===== src/rtl/uart_frame_pkg.sv =====
// Shared definitions for the UART command framer: state encoding, SOF default,
// checksum width and error-vector bit positions (also used by the TX framer).
package uart_frame_pkg;

    localparam logic [2:0] ST_IDLE    = 3'd0;
    localparam logic [2:0] ST_CMD     = 3'd1;
    localparam logic [2:0] ST_LEN     = 3'd2;
    localparam logic [2:0] ST_PAYLOAD = 3'd3;
    localparam logic [2:0] ST_CHK     = 3'd4;
    localparam logic [2:0] ST_HOLD    = 3'd5;

    typedef enum logic [2:0] {
        StIdle    = ST_IDLE,
        StCmd     = ST_CMD,
        StLen     = ST_LEN,
        StPayload = ST_PAYLOAD,
        StChk     = ST_CHK,
        StHold    = ST_HOLD
    } frame_state_e;

    localparam logic [7:0] SOF_BYTE_DEFAULT = 8'hA5;

    localparam int unsigned CHK_W = 8;

    localparam int unsigned ERR_CHK     = 0;
    localparam int unsigned ERR_LEN     = 1;
    localparam int unsigned ERR_TIMEOUT = 2;
    localparam int unsigned ERR_OVERRUN = 3;
    localparam int unsigned ERR_W       = 4;

    function automatic logic [CHK_W-1:0] chk_step(input logic [CHK_W-1:0] acc,
                                                  input logic [7:0]       b);
        return acc ^ b;
    endfunction

endpackage


===== src/rtl/uart_frame_buf.sv =====
// Payload RAM for the frame parser: synchronous write, registered read.
module uart_frame_buf #(
    parameter int unsigned DEPTH = 16,
    parameter int unsigned AW    = 4
) (
    input  logic          clk,
    input  logic          i_we,
    input  logic [AW-1:0] i_waddr,
    input  logic [7:0]    i_wdata,
    input  logic [AW-1:0] i_raddr,
    output logic [7:0]    o_rdata
);

    logic [7:0] r_mem [DEPTH];
    logic [7:0] r_rdata;

    // No reset: contents are meaningless until a frame has been written.
    always_ff @(posedge clk) begin
        if (i_we) begin
            r_mem[i_waddr] <= i_wdata;
        end
        r_rdata <= r_mem[i_raddr];
    end

    assign o_rdata = r_rdata;

endmodule


===== src/rtl/uart_frame_parser.sv =====
// Assembles SOF/CMD/LEN/payload/CHK frames from the UART byte stream, holds a
// validated frame for the command handler and flags malformed traffic.
module uart_frame_parser
    import uart_frame_pkg::*;
#(
    parameter int unsigned MAX_LEN        = 16,
    parameter logic [7:0]  SOF_BYTE       = SOF_BYTE_DEFAULT,
    parameter int unsigned TIMEOUT_CYCLES = 100000
) (
    input  logic                         clk,
    input  logic                         rst,
    input  logic [7:0]                   i_data_in,
    input  logic                         i_data_ready,
    output logic                         o_frame_valid,
    output logic [7:0]                   o_frame_cmd,
    output logic [$clog2(MAX_LEN+1)-1:0] o_frame_len,
    input  logic [$clog2(MAX_LEN)-1:0]   i_rd_addr,
    output logic [7:0]                   o_rd_data,
    input  logic                         i_frame_ack,
    output logic                         o_err_chk,
    output logic                         o_err_len,
    output logic                         o_err_timeout,
    output logic                         o_err_overrun,
    output logic [15:0]                  o_good_count
);

    localparam int unsigned AW = $clog2(MAX_LEN);
    localparam int unsigned LW = $clog2(MAX_LEN + 1);
    localparam int unsigned TW = (TIMEOUT_CYCLES > 1) ? $clog2(TIMEOUT_CYCLES + 1) : 1;

    frame_state_e     r_state;
    logic [7:0]       r_cmd;
    logic [LW-1:0]    r_len;
    logic [CHK_W-1:0] r_chk;
    logic [AW-1:0]    r_idx;
    logic [TW-1:0]    r_to_cnt;
    logic             r_frame_valid;
    logic [7:0]       r_frame_cmd;
    logic [LW-1:0]    r_frame_len;
    logic [ERR_W-1:0] r_err;
    logic [15:0]      r_good_count;
    logic             r_rd_ok;

    logic             w_in_frame;
    logic             w_to_hit;
    logic             w_buf_we;
    logic [7:0]       w_buf_rdata;

    assign w_in_frame = (r_state == StCmd) || (r_state == StLen) ||
                        (r_state == StPayload) || (r_state == StChk);
    // Counter is one short of the limit: the coming idle cycle reaches it.
    assign w_to_hit   = (TIMEOUT_CYCLES != 0) && (32'(r_to_cnt) == TIMEOUT_CYCLES - 1);
    assign w_buf_we   = (r_state == StPayload) && i_data_ready;

    uart_frame_buf #(
        .DEPTH (MAX_LEN),
        .AW    (AW)
    ) u_buf (
        .clk     (clk),
        .i_we    (w_buf_we),
        .i_waddr (r_idx),
        .i_wdata (i_data_in),
        .i_raddr (i_rd_addr),
        .o_rdata (w_buf_rdata)
    );

    always_ff @(posedge clk or posedge rst) begin
        if (rst) begin
            r_state       <= StIdle;
            r_cmd         <= '0;
            r_len         <= '0;
            r_chk         <= '0;
            r_idx         <= '0;
            r_to_cnt      <= '0;
            r_frame_valid <= 1'b0;
            r_frame_cmd   <= '0;
            r_frame_len   <= '0;
            r_err         <= '0;
            r_good_count  <= '0;
            r_rd_ok       <= 1'b0;
        end else begin
            r_err   <= '0;
            r_rd_ok <= (r_state == StHold) && (LW'(i_rd_addr) < r_frame_len);

            if (w_in_frame && !i_data_ready) begin
                r_to_cnt <= r_to_cnt + 1'b1;
            end else begin
                r_to_cnt <= '0;
            end

            if (w_in_frame && !i_data_ready && w_to_hit) begin
                r_err[ERR_TIMEOUT] <= 1'b1;
                r_state            <= StIdle;
            end else begin
                unique case (r_state)
                    StIdle: begin
                        if (i_data_ready && i_data_in == SOF_BYTE) begin
                            r_state <= StCmd;
                        end
                    end
                    StCmd: begin
                        if (i_data_ready) begin
                            r_cmd   <= i_data_in;
                            r_chk   <= i_data_in;
                            r_state <= StLen;
                        end
                    end
                    StLen: begin
                        if (i_data_ready) begin
                            if (i_data_in > 8'(MAX_LEN)) begin
                                r_err[ERR_LEN] <= 1'b1;
                                r_state        <= StIdle;
                            end else begin
                                r_len   <= i_data_in[LW-1:0];
                                r_chk   <= chk_step(r_chk, i_data_in);
                                r_idx   <= '0;
                                r_state <= (i_data_in == 8'd0) ? StChk : StPayload;
                            end
                        end
                    end
                    StPayload: begin
                        if (i_data_ready) begin
                            r_chk <= chk_step(r_chk, i_data_in);
                            r_idx <= r_idx + 1'b1;
                            if (LW'(r_idx) == r_len - 1'b1) begin
                                r_state <= StChk;
                            end
                        end
                    end
                    StChk: begin
                        if (i_data_ready) begin
                            if (i_data_in == r_chk) begin
                                r_state       <= StHold;
                                r_frame_valid <= 1'b1;
                                r_frame_cmd   <= r_cmd;
                                r_frame_len   <= r_len;
                                r_good_count  <= r_good_count + 16'd1;
                            end else begin
                                r_err[ERR_CHK] <= 1'b1;
                                r_state        <= StIdle;
                            end
                        end
                    end
                    StHold: begin
                        // Ack takes priority; a simultaneous byte is treated as an IDLE byte.
                        if (i_frame_ack) begin
                            r_frame_valid <= 1'b0;
                            r_state <= (i_data_ready && i_data_in == SOF_BYTE) ? StCmd : StIdle;
                        end else if (i_data_ready) begin
                            r_err[ERR_OVERRUN] <= 1'b1;
                        end
                    end
                    default: r_state <= StIdle;
                endcase
            end
        end
    end

    assign o_frame_valid = r_frame_valid;
    assign o_frame_cmd   = r_frame_cmd;
    assign o_frame_len   = r_frame_len;
    assign o_rd_data     = r_rd_ok ? w_buf_rdata : 8'h00;
    assign o_err_chk     = r_err[ERR_CHK];
    assign o_err_len     = r_err[ERR_LEN];
    assign o_err_timeout = r_err[ERR_TIMEOUT];
    assign o_err_overrun = r_err[ERR_OVERRUN];
    assign o_good_count  = r_good_count;

endmodule


===== config.mk =====
export PLATFORM = sky130hd
export DESIGN_NAME = uart_frame_parser
export DESIGN_NICKNAME = d
export VERILOG_FILES = /design/src/rtl/uart_frame_pkg.sv /design/src/rtl/uart_frame_buf.sv /design/src/rtl/uart_frame_parser.sv
export SDC_FILE = /design/constraint.sdc
export NUM_CORES = 1
export LEC_CHECK = 0
export ABC_AREA = 1
export BUFFER_PORTS_ARGS = -buffer_cell sky130_fd_sc_hd__buf_2
export CORE_MARGIN = 1.5
export CORE_UTILIZATION = 40
export DETAILED_ROUTE_END_ITERATION = 8
export PLACE_DENSITY = 0.59
export SYNTH_ARGS = -nofsm -noshare
export SYNTH_HDL_FRONTEND = slang
export SYNTH_HIERARCHICAL = 1
export SYNTH_SLANG_ARGS = --single-unit
export TNS_END_PERCENT = 10

===== constraint.sdc =====
create_clock -name clk -period 3.5 [get_ports clk]
set_clock_uncertainty 0.1 [all_clocks]
set_input_delay 0.35 -clock clk [delete_from_list [all_inputs] [get_ports clk]]
set_output_delay 0.35 -clock clk [all_outputs]
set_load 0.02 [all_outputs]

==> flow_metrics.env, run 1 <==
export IMPL_n_fill_cell=2461
export IMPL_grt_max_degree=65
export IMPL_tns_ns=0
export IMPL_critPathLaunchType="register"
export IMPL_worst_slew_pin_slew_ns=1.05
export IMPL_cts_inserted_buffers=24
export IMPL_rr_startpoint="r_state[2]"
export IMPL_synth_top_cell_by_area="edfxtp_1"
export IMPL_synth_fp_nets=1131
export IMPL_hpwlAfterDp_um=15400
export IMPL_io_pins=58
export IMPL_grt_pass1_vias=6929
export IMPL_crit_required_ns=3.54
export IMPL_yosysTopAreaCellShare=0.378
export IMPL_internal_power_mw=4.87
export IMPL_grt_util_all_layers=0.180
export IMPL_ys_ff_latch=216
export IMPL_fp_dieW_um=163
export IMPL_synth_seq_area_share=0.590
export IMPL_vias_per_cell=4.78
export IMPL_clkTransAtPathRegs_ns=0.06
export IMPL_gr_total_overflow=0
export IMPL_syn_to_final_growth_pct=13.7
export IMPL_final_antenna_net_count=0
export IMPL_gp_congestion=0.914
export IMPL_die_h_um=163
export IMPL_setup_viol=0
export IMPL_ir_worst_vdd_v=0.000442
export IMPL_async_flop_share=0.370
export IMPL_period_share=0.811
export IMPL_row_count=58
export IMPL_drv_cap=0
export IMPL_holdWs_ns=0.134
export IMPL_postSynthAreaPerCell_um2=9.19
export IMPL_nNetsFinal=1195
export IMPL_grt_first_pass_wirelength_um=36900
export IMPL_clock_fmax_ghz=0.352
export IMPL_diodes=0
export IMPL_rsz0062_at_grt="false"
export IMPL_synthCells=1108
export IMPL_hold_class="input pin to register"
export IMPL_p_switching_mw=1.86
export IMPL_routedWlPerCell_um=15.3
export IMPL_relSlewSlack=0.298
export IMPL_p_leak_nw=5.33
export IMPL_vias=7272
export IMPL_p_per_area_nw_per_um2=581
export IMPL_synth_area_top_cells="edfxtp_1 38%, dfrtp_1 20%, nand2_1 12%, nand3_1 6.5%, inv_1 6.4%"
export IMPL_placed_area_um2=10700
export IMPL_crit_fanout=19
export IMPL_hold_viol=0
export IMPL_crit_type="register to register"
export IMPL_ys_flop_type="edfxtp_1"
export IMPL_fin_area_um2=11600
export IMPL_drcViolationCount=0
export IMPL_r2r_end="u_buf/r_mem[14][7]"
export IMPL_start_util=0.405
export IMPL_cts_root_buffer_cell="clkbuf_16"
export IMPL_crit_path_end_kind="register"
export IMPL_clk_latency_ns=0.51
export IMPL_period_minus_slack_ns=2.84
export IMPL_cts_htree_levels=1
export IMPL_numPortBuffers=57
export IMPL_final_max_slew_violation_count=0
export IMPL_reg2reg_depth=7
export IMPL_worstPathArrival_ns=2.88
export IMPL_yosys_warnings=6
export IMPL_clock_power_share=0.389
export IMPL_reg2reg_slack_ns=0.66
export IMPL_synth_cell_types=41
export IMPL_cts_num_sinks=216
export IMPL_drive_gt1_frac=0.122
export IMPL_dieArea_um2=26400
export IMPL_fp_coreArea_um2=25100
export IMPL_first_pass_iters=5
export IMPL_crit_path_start="r_state[2]"
export IMPL_synth_edf_count=128
export IMPL_antenna_found_initial=0
export IMPL_synth_area_um2=10200
export IMPL_yosys_cell_count_top_type="nand2_1"
export IMPL_clk_path_buf_depth=3
export IMPL_synthTopCellsByCount="326 x nand2_1, 174 x inv_1, 132 x nand3_1, 128 x edfxtp_1, 80 x dfrtp_1"
export IMPL_p_sw_frac=0.277
export IMPL_pwr_share_comb=0.156
export IMPL_worstSetupEndpoint="u_buf/r_mem[14][7]"
export IMPL_ctsResizeCount=0
export IMPL_ctsHoldBuffers=2
export IMPL_status="completed"
export IMPL_drtIter0Drc=437
export IMPL_seqPwrFrac=0.455
export IMPL_postCtsSetupBuffers=0
export IMPL_cts_tree="yes"
export IMPL_wl_um=23200
[registers in the layout, indices dropped and copies added (netlist names), 8 cells and up]
name	flops
o_frame_cmd	8
o_good_count	16
r_chk	8
r_cmd	8
r_to_cnt	17
u_buf/o_rdata	8
u_buf/r_mem	128
[layout make-up]
| type | instances | area (um2) | share of cell area |
|---|---|---|---|
| clock inverter | 10 | 121 | 0.0105 |
| clock buffer | 34 | 719 | 0.0621 |
| tap | 330 | 413 | 0.0357 |
| multi-input combinational | 675 | 3210 | 0.277 |
| inverter | 183 | 707 | 0.0611 |
| sequential | 216 | 6010 | 0.519 |
| timing repair buffer | 72 | 403 | 0.0348 |
[worst min path at each step]
| stage | start | to | depth (start not counted) |
|---|---|---|---|
| after floorplan | i_frame_ack | r_err[3] | 1 |
| after global placement | r_to_cnt[0] | r_to_cnt[0] | 1 |
| after detailed placement | r_to_cnt[0] | r_to_cnt[0] | 1 |
| after CTS | i_rd_addr[3] | u_buf/o_rdata[6] | 3 |
| after global routing | i_data_in[7] | u_buf/r_mem[5][7] | 1 |
| final | i_rd_addr[3] | u_buf/o_rdata[6] | 3 |
[cells in the final DEF (no fill, tap or decap), drive strengths merged, types with 34 or more instances in the layout]
cell type | synthesis | final
buf | 31 | 70
clkbuf | 3 | 34
dfrtp | 80 | 80
edfxtp | 128 | 128
inv | 182 | 181
nand2 | 331 | 331
nand3 | 134 | 134
nor2 | 76 | 76
o21ai | 54 | 54
[critical path: stages, from the launching register on]
cell     delay [ns]
dfrtp_1        0.45
inv_2          0.13
nand2_4        0.14
nor2_1         0.33
inv_1          0.14
nor2_1         0.35
nand3_1        0.25
nor2_1         0.57
[stage by stage]
| step | utilization | worst slack, ns | power, mW | instances |
|---|---|---|---|---|
| after global routing | 0.461 | 0.483 | 7.06 | 1520 |
| after CTS | 0.461 | 0.687 | 6.79 | 1520 |
| after floorplan | - | 0.998 | 3.85 | 1108 |
| after detailed placement | 0.427 | 0.708 | 4.15 | 1474 |
| after global placement | 0.427 | 0.790 | 4.15 | 1474 |
| final | 0.461 | 0.660 | 6.73 | 1520 |
[logic make-up after synthesis]
logic type | after synthesis | share of synthesized area
xor+xnor | 28 | 0.0241
buf+inv | 217 | 0.0948
compound gates | 71 | 0.0402
flops | 216 | 0.590
fa+ha+maj | 7 | 0.00861
simple gates | 569 | 0.242
[power groups by stage]
stage               clock network (mW)  logic, mW  registers [mW]
floorplan                            0      0.768            3.08
global placement                     0       1.04            3.11
detailed placement                   0       1.05            3.11
CTS                               2.68       1.05            3.06
global route                      2.78       1.19            3.09
finish                            2.62       1.05            3.06
[layer usage]
metal  share of wire  track usage  vias to the layer above  wire length, um
met5               0            0                        -                0
met4           0.025       0.0530                        0              569
met3           0.054       0.0293                       33             1260
met2            0.45        0.283                      179            10400
met1            0.47        0.255                     3395            10900
li1                -            -                     3665                -
Power figures use the tool's default switching activity.
==> run 2: changes to the inputs <==
==> constraint.sdc (replaced) <==
create_clock -name clk -period 2.9 [get_ports clk]
set_clock_uncertainty 0.1 [all_clocks]
set_input_delay 0.29 -clock clk [delete_from_list [all_inputs] [get_ports clk]]
set_output_delay 0.29 -clock clk [all_outputs]
set_load 0.02 [all_outputs]
==> flow_metrics.env, run 2 (same netlist as run 1, synthesis figures left out) <==
export IMPL_first_pass_iters=6
export IMPL_timing_final_ws_setup_ns=0.643
export IMPL_holdWs_ns=0.0311
export IMPL_power_total_mw=8.19
export IMPL_hold_viol=0
export IMPL_fin_area_um2=11800
export IMPL_p_leak_nw=5.45
export IMPL_worstSetupEndpoint="u_buf/r_mem[1][5]"
export IMPL_nNetsFinal=1216
export IMPL_grt_max_degree=52
export IMPL_final_cell_mix="326 x nand2_1, 173 x inv_1, 132 x nand3_1"
export IMPL_postCtsSetupBuffers=0
export IMPL_clk_path_buf_depth=3
export IMPL_cts_tree="yes"
export IMPL_clkTransAtPathRegs_ns=0.06
export IMPL_hold_class="input pin to register"
export IMPL_routedWlPerCell_um=15.6
export IMPL_crit_type="register to register"
export IMPL_dp_cells=1495
export IMPL_placed_area_um2=10900
export IMPL_diodes=0
export IMPL_p_per_area_nw_per_um2=697
export IMPL_wl_met2_um=11100
export IMPL_drcViolationCount=0
export IMPL_wl_um=24100
export IMPL_final_common_cell="nand2_1"
export IMPL_top_register="u_buf/r_mem"
export IMPL_relSlewSlack=0.597
export IMPL_fp_coreArea_um2=25100
export IMPL_grt_pass1_vias=7062
export IMPL_reg2reg_slack_ns=0.64
export IMPL_drive_gt1_frac=0.137
export IMPL_ctsResizeCount=0
export IMPL_critPathMostFrequentCell="nor2_1"
export IMPL_status="completed"
export IMPL_final_max_slew_violation_count=0
export IMPL_period_minus_slack_ns=2.26
export IMPL_crit_fanout=19
export IMPL_antenna_found_initial=0
export IMPL_critPathLaunchType="register"
export IMPL_vias_per_cell=4.78
export IMPL_slowest_delay_ns=0.44
export IMPL_worstPathArrival_ns=2.40
export IMPL_dieArea_um2=26400
export IMPL_crit_path_start="r_state[2]"
export IMPL_wl_met1_um=11500
export IMPL_io_pins=58
export IMPL_cts_inserted_buffers=24
export IMPL_drtIter0Drc=571
export IMPL_final_util=0.468
export IMPL_hpwlAfterDp_um=16100
export IMPL_wl_met3_um=973
export IMPL_r2r_end="u_buf/r_mem[1][5]"
export IMPL_grt_first_pass_wirelength_um=38600
export IMPL_row_count=58
export IMPL_final_cells=1541
export IMPL_gp_congestion=0.818
export IMPL_crit_required_ns=3.04
export IMPL_crit_path_end_kind="register"
export IMPL_n_fill_cell=2429
export IMPL_cts_root_buffer_cell="clkbuf_16"
export IMPL_cts_htree_levels=1
export IMPL_die_h_um=163
export IMPL_worst_slew_pin_slew_ns=0.603
export IMPL_post_place_ws_ns=0.689
export IMPL_vias=7368
export IMPL_rr_startpoint="r_state[2]"
export IMPL_fp_dieW_um=163
export IMPL_slowest_stage="dfrtp_1"
export IMPL_final_antenna_net_count=0
export IMPL_highest_layer="met4"
export IMPL_cts_num_sinks=216
export IMPL_numPortBuffers=57
export IMPL_start_util=0.405
export IMPL_rsz0062_at_grt="false"
export IMPL_period_share=0.778
export IMPL_clock_fmax_ghz=0.443
export IMPL_largest_register_ffs=128
export IMPL_gr_total_overflow=0
export IMPL_clk_latency_ns=0.53
export IMPL_grt_util_all_layers=0.188
export IMPL_ir_worst_vdd_v=0.000453
export IMPL_reg2reg_depth=8
export IMPL_crit_chain="inv_2, nand2_4, nor2_1, inv_1, nor2_1, nand2_1, nor2_1, buf_4"
export IMPL_tns_ns=0
export IMPL_drv_cap=0
export IMPL_syn_to_final_growth_pct=15.5
export IMPL_setup_viol=0
==> run 2: cell count changes in the layout (fill, tap and decap cells not counted) <==
cell	before	now
clkinv_1	3	0
clkbuf_8	6	8
clkbuf_1	3	6
clkinv_2	5	3
buf_12	0	1
clkinv_8	0	1
clkbuf_16	25	24
buf_4	13	33
==> run 2: cell type report <==
class / count / area (um2) / area share
flip-flops and latches: 216 / 6010 / 0.511
clock inverters: 6 / 116 / 0.00990
repair buffers: 93 / 573 / 0.0487
inverters: 183 / 707 / 0.0601
clock buffers: 38 / 733 / 0.0624
multi-input cells: 675 / 3210 / 0.273
well taps: 330 / 413 / 0.0351
==> run 2: layer usage <==
metal  GRT usage  vias up
met5           0        -
met4      0.0446        0
met3      0.0237       35
met2       0.302      168
met1       0.270     3470
li1            -     3695
==> run 2: worst max-delay path: cells and delay by family, from the launching register on <==
| family | cells | cell delay [ns] |
|---|---|---|
| buffers and inverters | 3 | 0.41 |
| DFF | 1 | 0.44 |
| and+or+nand+nor | 5 | 1.03 |
==> run 2: worst min-delay path by stage <==
| stage | start | end | slack [ns] | depth (start not counted) |
|---|---|---|---|---|
| 6_report | i_data_in[5] | u_buf/r_mem[5][5] | 0.03 | 1 |
| 5_1_grt | i_data_in[5] | u_buf/r_mem[5][5] | 0.02 | 1 |
| 4_1_cts | i_data_in[5] | u_buf/r_mem[5][5] | 0.02 | 1 |
| 3_5_place_dp | rst | o_frame_valid | 0.26 | 2 |
| 3_3_place_gp | rst | r_err[1] | 0.25 | 2 |
| 2_1_floorplan | i_frame_ack | r_err[3] | 0.26 | 1 |
==> run 2: timing repair <==
| item | CTS | global route |
|---|---|---|
| setup endpoints to repair | 0 | 0 |
| hold endpoints to repair | 30 | 0 |
| hold buffers | 2 | 0 |
==> run 2: where the power goes <==
group          switching [mW]  internal, mW  total (mW)
Sequential              0.208          3.50        3.71
Combinational           0.859         0.406        1.27
Clock                    1.22          2.00        3.22
Total                    2.29          5.90        8.19
